<file path="src/rtl/holy_trace_buffer.sv">
// holy_trace_buffer: NUM_CH x 32-bit debug trace FIFO with AXI-Lite readback.
// Optional start trigger (TRIG register, CTRL.ARMED) under `HOLY_TRACE_TRIGGER_EN.
module holy_trace_buffer #(
  parameter int NUM_CH = 2,
  parameter int DEPTH  = 64,
  parameter int ADDR_W = 8
) (
  input  logic                 clk,
  input  logic                 rst,
  input  logic                 cap_valid,
  input  logic [NUM_CH*32-1:0] cap_data,
  output logic                 irq_full,
  input  logic [ADDR_W-1:0]    s_axi_lite_awaddr,
  input  logic                 s_axi_lite_awvalid,
  output logic                 s_axi_lite_awready,
  input  logic [31:0]          s_axi_lite_wdata,
  input  logic [3:0]           s_axi_lite_wstrb,
  input  logic                 s_axi_lite_wvalid,
  output logic                 s_axi_lite_wready,
  output logic [1:0]           s_axi_lite_bresp,
  output logic                 s_axi_lite_bvalid,
  input  logic                 s_axi_lite_bready,
  input  logic [ADDR_W-1:0]    s_axi_lite_araddr,
  input  logic                 s_axi_lite_arvalid,
  output logic                 s_axi_lite_arready,
  output logic [31:0]          s_axi_lite_rdata,
  output logic [1:0]           s_axi_lite_rresp,
  output logic                 s_axi_lite_rvalid,
  input  logic                 s_axi_lite_rready
);
  localparam int PW = $clog2(DEPTH);

  logic [NUM_CH*32-1:0] r_mem [DEPTH];
  logic [PW-1:0]        r_wr_ptr, r_rd_ptr;
  logic [PW:0]          r_count;
  logic                 r_en, r_mode, r_ovf;
  logic                 r_awready, r_bvalid, r_arready, r_rvalid;
  logic [1:0]           r_bresp, r_rresp;
  logic [31:0]          r_rdata;

  logic [31:0]          w_aw_word, w_ar_word, w_rd_data;
  logic [NUM_CH*32-1:0] w_head;
  logic w_wr_hs, w_rd_hs, w_wr_ctrl, w_clr, w_pop, w_empty, w_full;
  logic w_cap, w_push, w_ovf, w_wr_mem, w_aw_ok, w_ar_ok, w_armed, w_trig_ok, w_unused;

  assign w_aw_word = 32'(s_axi_lite_awaddr >> 2);
  assign w_ar_word = 32'(s_axi_lite_araddr >> 2);
  assign w_wr_hs   = r_awready & s_axi_lite_awvalid & s_axi_lite_wvalid;
  assign w_rd_hs   = r_arready & s_axi_lite_arvalid;
  assign w_wr_ctrl = w_wr_hs & (w_aw_word == 32'd0);
  assign w_clr     = w_wr_ctrl & s_axi_lite_wdata[2];
  assign w_empty   = r_count == '0;
  assign w_full    = r_count == (PW+1)'(DEPTH);
  assign w_pop     = w_wr_hs & (w_aw_word == 32'd2) & !w_empty;
  assign w_cap     = cap_valid & r_en & w_trig_ok;
  // A pop on the same edge frees the slot, so a full buffer accepts the capture losslessly.
  assign w_push    = w_cap & (!w_full | w_pop);
  assign w_ovf     = w_cap & w_full & !w_pop;
  assign w_wr_mem  = w_push | (w_ovf & r_mode);
  assign w_head    = r_mem[r_rd_ptr];
  assign w_unused  = ^{s_axi_lite_wstrb, s_axi_lite_wdata};

`ifdef HOLY_TRACE_TRIGGER_EN
  logic [31:0] r_trig;
  logic        r_armed;
  always_ff @(posedge clk) begin
    if (rst) begin
      r_trig  <= '0;
      r_armed <= 1'b0;
    end else begin
      if (w_wr_hs && w_aw_word == 32'd3) r_trig <= s_axi_lite_wdata;
      if (w_wr_ctrl & s_axi_lite_wdata[0] & !r_en) r_armed <= 1'b1;
      else if (w_cap) r_armed <= 1'b0;
    end
  end
  assign w_armed   = r_armed;
  assign w_trig_ok = !r_armed | (cap_data[31:0] == r_trig);
  assign w_aw_ok   = (w_aw_word == 32'd0) | (w_aw_word == 32'd2) | (w_aw_word == 32'd3);
`else
  assign w_armed   = 1'b0;
  assign w_trig_ok = 1'b1;
  assign w_aw_ok   = (w_aw_word == 32'd0) | (w_aw_word == 32'd2);
`endif

  always_comb begin
    w_rd_data = '0;
    w_ar_ok   = 1'b0;
    if (w_ar_word == 32'd0) begin
      w_rd_data = {28'd0, w_armed, 1'b0, r_mode, r_en};
      w_ar_ok   = 1'b1;
    end
    if (w_ar_word == 32'd1) begin
      w_rd_data = {5'd0, 11'(r_count), 13'd0, r_ovf, w_full, w_empty};
      w_ar_ok   = 1'b1;
    end
`ifdef HOLY_TRACE_TRIGGER_EN
    if (w_ar_word == 32'd3) begin
      w_rd_data = r_trig;
      w_ar_ok   = 1'b1;
    end
`endif
    for (int k = 0; k < NUM_CH; k++) begin
      if (w_ar_word == 32'(4 + k)) begin
        w_rd_data = w_empty ? '0 : w_head[32*k +: 32];
        w_ar_ok   = 1'b1;
      end
    end
  end

  always_ff @(posedge clk) begin
    if (w_wr_mem) r_mem[r_wr_ptr] <= cap_data;
  end

  always_ff @(posedge clk) begin
    if (rst | w_clr) begin
      r_wr_ptr <= '0;
      r_rd_ptr <= '0;
      r_count  <= '0;
      r_ovf    <= 1'b0;
    end else begin
      if (w_wr_mem) r_wr_ptr <= r_wr_ptr + 1'b1;
      if (w_pop | (w_ovf & r_mode)) r_rd_ptr <= r_rd_ptr + 1'b1;
      r_count <= r_count + (PW+1)'(w_push) - (PW+1)'(w_pop);
      if (w_ovf) r_ovf <= 1'b1;
    end
  end

  always_ff @(posedge clk) begin
    if (rst) begin
      r_en   <= 1'b0;
      r_mode <= 1'b0;
    end else if (w_wr_ctrl) begin
      r_en   <= s_axi_lite_wdata[0];
      r_mode <= s_axi_lite_wdata[1];
    end
  end

  always_ff @(posedge clk) begin
    if (rst) begin
      r_awready <= 1'b0;
      r_bvalid  <= 1'b0;
      r_bresp   <= 2'b00;
      r_arready <= 1'b0;
      r_rvalid  <= 1'b0;
      r_rresp   <= 2'b00;
      r_rdata   <= '0;
    end else begin
      r_awready <= s_axi_lite_awvalid & s_axi_lite_wvalid & !r_bvalid & !r_awready;
      r_bvalid  <= w_wr_hs | (r_bvalid & !s_axi_lite_bready);
      if (w_wr_hs) r_bresp <= w_aw_ok ? 2'b00 : 2'b10;
      r_arready <= s_axi_lite_arvalid & !r_rvalid & !r_arready;
      r_rvalid  <= w_rd_hs | (r_rvalid & !s_axi_lite_rready);
      if (w_rd_hs) begin
        r_rdata <= w_rd_data;
        r_rresp <= w_ar_ok ? 2'b00 : 2'b10;
      end
    end
  end

  assign irq_full           = w_full;
  assign s_axi_lite_awready = r_awready;
  assign s_axi_lite_wready  = r_awready;
  assign s_axi_lite_bresp   = r_bresp;
  assign s_axi_lite_bvalid  = r_bvalid;
  assign s_axi_lite_arready = r_arready;
  assign s_axi_lite_rdata   = r_rdata;
  assign s_axi_lite_rresp   = r_rresp;
  assign s_axi_lite_rvalid  = r_rvalid;
endmodule

</file>
<file path="config.mk">
export PLATFORM = sky130hd
export DESIGN_NAME = holy_trace_buffer
export DESIGN_NICKNAME = d
export VERILOG_FILES = /design/src/rtl/holy_trace_buffer.sv
export SDC_FILE = /design/constraint.sdc
export NUM_CORES = 2
export LEC_CHECK = 0
export BUFFER_PORTS_ARGS = -buffer_cell sky130_fd_sc_hd__buf_2
export CORE_MARGIN = 2
export CORE_UTILIZATION = 49
export CTS_BUF_LIST = sky130_fd_sc_hd__clkbuf_16
export DETAILED_ROUTE_END_ITERATION = 12
export GPL_TIMING_DRIVEN = 1
export PLACE_DENSITY_LB_ADDON = 0.15
export RECOVER_POWER = 50
export SYNTH_ARGS = -nofsm -noshare
export SYNTH_HDL_FRONTEND = slang
export SYNTH_SLANG_ARGS = --single-unit
</file>
<file path="constraint.sdc">
create_clock -name clk -period 8.7 [get_ports clk]
set_input_delay 0.87 -clock clk [delete_from_list [all_inputs] [get_ports clk]]
set_output_delay 0.87 -clock clk [all_outputs]
set_load 0.02 [all_outputs]
</file>
==> metrics.txt <==
finished layout cell area=180000 µm²; first-pass GRT wire length=between 600000 and 700000 µm; hold endpoint=r_mode; max_slew headroom=-1.23; failing checks=capacitance limit, slew limit; Slew Viols, Final=between 4000 and 5000; Setup Fix Bufs, Post-CTS=0; Port-buffer cells=approximately 130; Pwr per Cell Area=roughly 220 nW/µm²; die area=between 300000 and 400000 µm²; DR WL/cell=approximately 37 µm; DP Cell Count=approximately 12000; DP HPWL=about 260000 µm; Layout Area Growth over Synthesis=12.1%; Critical Path Source Type=flip-flop; ANT nets after route=0; fmax=~200 MHz; Avg Vias per Cell=6.60; CP required=between 9000 and 10000 ps; post-synthesis cell type count=between 80 and 90; MaxCap Viol Count=between 60 and 70; vias in the first global route=around 83000; Seq. cell area=around 120000 µm²; layout cell share with drive strength beyond 1=0.181; Max Root-Sink Buffers=4; leakage power=~53 nW; Yosys Warn Count=0; FF-to-FF End=r_mem[40][11]; Crit Path Class=flip-flop to flip-flop; antenna violations before repair=31; WP buf/inv=1; initial core utilization=0.492; crit path max-delay cell type=nor2_4; outcome=finished with violations; fin cells=between 10000 and 15000; CP delay by family, top=simple AND/OR/NAND/NOR gates; #FFs+latches synth=roughly 4200; setup TNS=0 ps; placed cell area=~170000 µm²; Peak VDD IR=between 0.2 and 0.25 mV; Initial DRC Count=11400; area of the multi-input gates=roughly 34000 µm²; worst setup margin=between 3000 and 4000 ps; Layout Skew=~60 ps; Syn Inst Count=between 7000 and 8000; worst flop-to-flop path startpoint=s_axi_lite_awready; 1st-pass router iterations=6; Final min period=around 5100 ps; setup slack at placement=2930 ps; I/O pins=between 150 and 200; fin nets=between 8000 and 9000; post-cts gate resize count=0; Top FF cell, synth=edfxtp_1; Reg2Reg Depth=8; DRC viols=0; worst-margin pin slew=about 3400 ps; grt total ovfl=0; Final period util=0.585; synthesized area=roughly 160000 µm²; routed via count=between 80000 and 90000; Post-Syn Area per Cell=a little over 20 µm²; worst path cell trace=nand3_1 > nor3_1 > a21o_1 > o211ai_1 > nor2_1 > nand2_1 > nor2_4 > buf_4; H-Tree Depth=5; Max stage delay on crit path=between 1000 and 1500 ps; GRT Total Usage=0.287; CTS clk-pin slew, worst paths=approximately 60 ps; unrepaired setup endpoints after global routing=no; flop2flop setup slack=approximately 3600 ps; area of the core=327000 µm²; largest net degree at the start of global routing=around 120; number of enable flip-flop cells after synthesis=4096; Site Rows=210; Die W=about 580 µm; worst hold stages=3; endpoints failing hold=0; Die H=577 µm; Worst Path Arrival=5660 ps; Synth async-reset ratio=0; critical path fanouts, max=29; critical path endpoint category=flip-flop; CTS tree=yes; worst hold margin=around 150 ps; Seq/Total Area, Yosys=0.774; CTS root buf=clkbuf_16; worst hold path type=input pin to flip-flop; Design Power=39.9 mW; fill count=between 20000 and 25000; CTS Hold Buffers Added=0; # clock sinks=4162; clk_lat worst skew=a little under 1000 ps; Final setup viols=0; WL final=~480000 µm; placer congestion estimate=0.804; Hold Startpoint=s_axi_lite_wdata[1]; Final Core Density=0.551; Inserted Clock Buffers=roughly 420
==> metal layers <==
metal / GRT usage / part of all wire
met1: 0.411 / 0.40
met2: 0.454 / 0.47
met3: 0.0440 / 0.090
met4: 0.0968 / 0.037
met5: 0 / 0.00011
==> layout by cell type (no fill, tap or decap), drive strengths merged, types with 17 or more instances in the layout <==
| cell | instances |
|---|---|
| nand2b | 17 |
| a21oi | 96 |
| clkbuf | 528 |
| nor2 | 260 |
| inv | 133 |
| o21ai | 204 |
| bufinv | 33 |
| buf | 270 |
| nand2 | 131 |
| a221o | 88 |
| a211oi | 42 |
| clkinv | 185 |
| nand3 | 56 |
| dfxtp | 66 |
| a2111oi | 22 |
| a311oi | 17 |
| o211ai | 21 |
| nand4 | 24 |
| a221oi | 297 |
| mux4 | 598 |
| a31oi | 28 |
| mux2i | 865 |
| a22oi | 52 |
| edfxtp | 4096 |
| nor3 | 195 |
| o22ai | 48 |
==> cell usage after synthesis, drive strengths merged (19+ instances only) <==
cell / number / area [µm²]
a2111oi: 22 / 246
a211oi: 42 / 315
a21oi: 96 / 480
a221o: 88 / 881
a221oi: 297 / 2600
a22oi: 52 / 390
a31oi: 28 / 175
buf: 257 / 1890
clkbuf: 221 / 830
dfxtp: 66 / 1320
edfxtp: 4096 / 123000
inv: 19 / 71.3
mux2i: 865 / 8660
mux4: 598 / 13500
nand2: 131 / 492
nand3: 56 / 285
nand4: 24 / 165
nor2: 260 / 981
nor3: 195 / 976
o211ai: 21 / 158
o21ai: 204 / 1020
o22ai: 48 / 300
==> worst max path at each step <==
stage | startpoint | end | cells past startpoint
after floorplan | s_axi_lite_awaddr[2] | r_mem[36][0] | 6
after detailed placement | s_axi_lite_awaddr[2] | r_mem[27][46] | 9
after global placement | s_axi_lite_awaddr[2] | r_mem[27][56] | 9
after global routing | s_axi_lite_awready | r_mem[40][11] | 8
after CTS | s_axi_lite_awready | r_mem[40][11] | 8
final | s_axi_lite_awready | r_mem[40][11] | 8
==> area by class of cell <==
cell class | instances | area share
Clock inverter | 344 | 0.0144
Tap cell | 4346 | 0.0302
Antenna cell | 8 | 0.000111
Timing Repair Buffer | 372 | 0.0158
Sequential cell | 4162 | 0.690
Clock buffer | 426 | 0.0592
Multi-Input combinational cell | 3266 | 0.189
Inverter | 20 | 0.000514
==> kinds of logic after synthesis <==
group / synth area share
AOI/OAI and AO/OA: 0.0468
buffers and inverters: 0.0174
DFF: 0.774
muxes: 0.138
other: 0.0000233
adders and majority gates: 0.000981
xor gates and xnor gates: 0.000818
and+or+nand+nor: 0.0219
==> power by group <==
group          leakage (nW)  switching, mW  internal (mW)
registers              37.3        0.00188           22.0
clock network          6.87           7.64           9.85
logic                  8.96          0.306         0.0137
total                  53.2           7.94           31.9
==> state kept, by name (all words and copies together) (netlist names), named ones only <==
signal and cells:
s_axi_lite_awready 1, r_rd_ptr 6, s_axi_lite_rvalid 1, r_mode 1, s_axi_lite_rresp 1, r_mem 4096, s_axi_lite_arready 1, s_axi_lite_rdata 32
r_ovf 1, r_en 1, r_count 7, s_axi_lite_bvalid 1, r_wr_ptr 6, s_axi_lite_bresp 1
==> tightest hold or removal path: cells and delay by family <==
family        cells  cell delay (ps)
simple gates      1               70
buf+inv           1               80
mux               1               60
(Power assumes the default switching activity.)
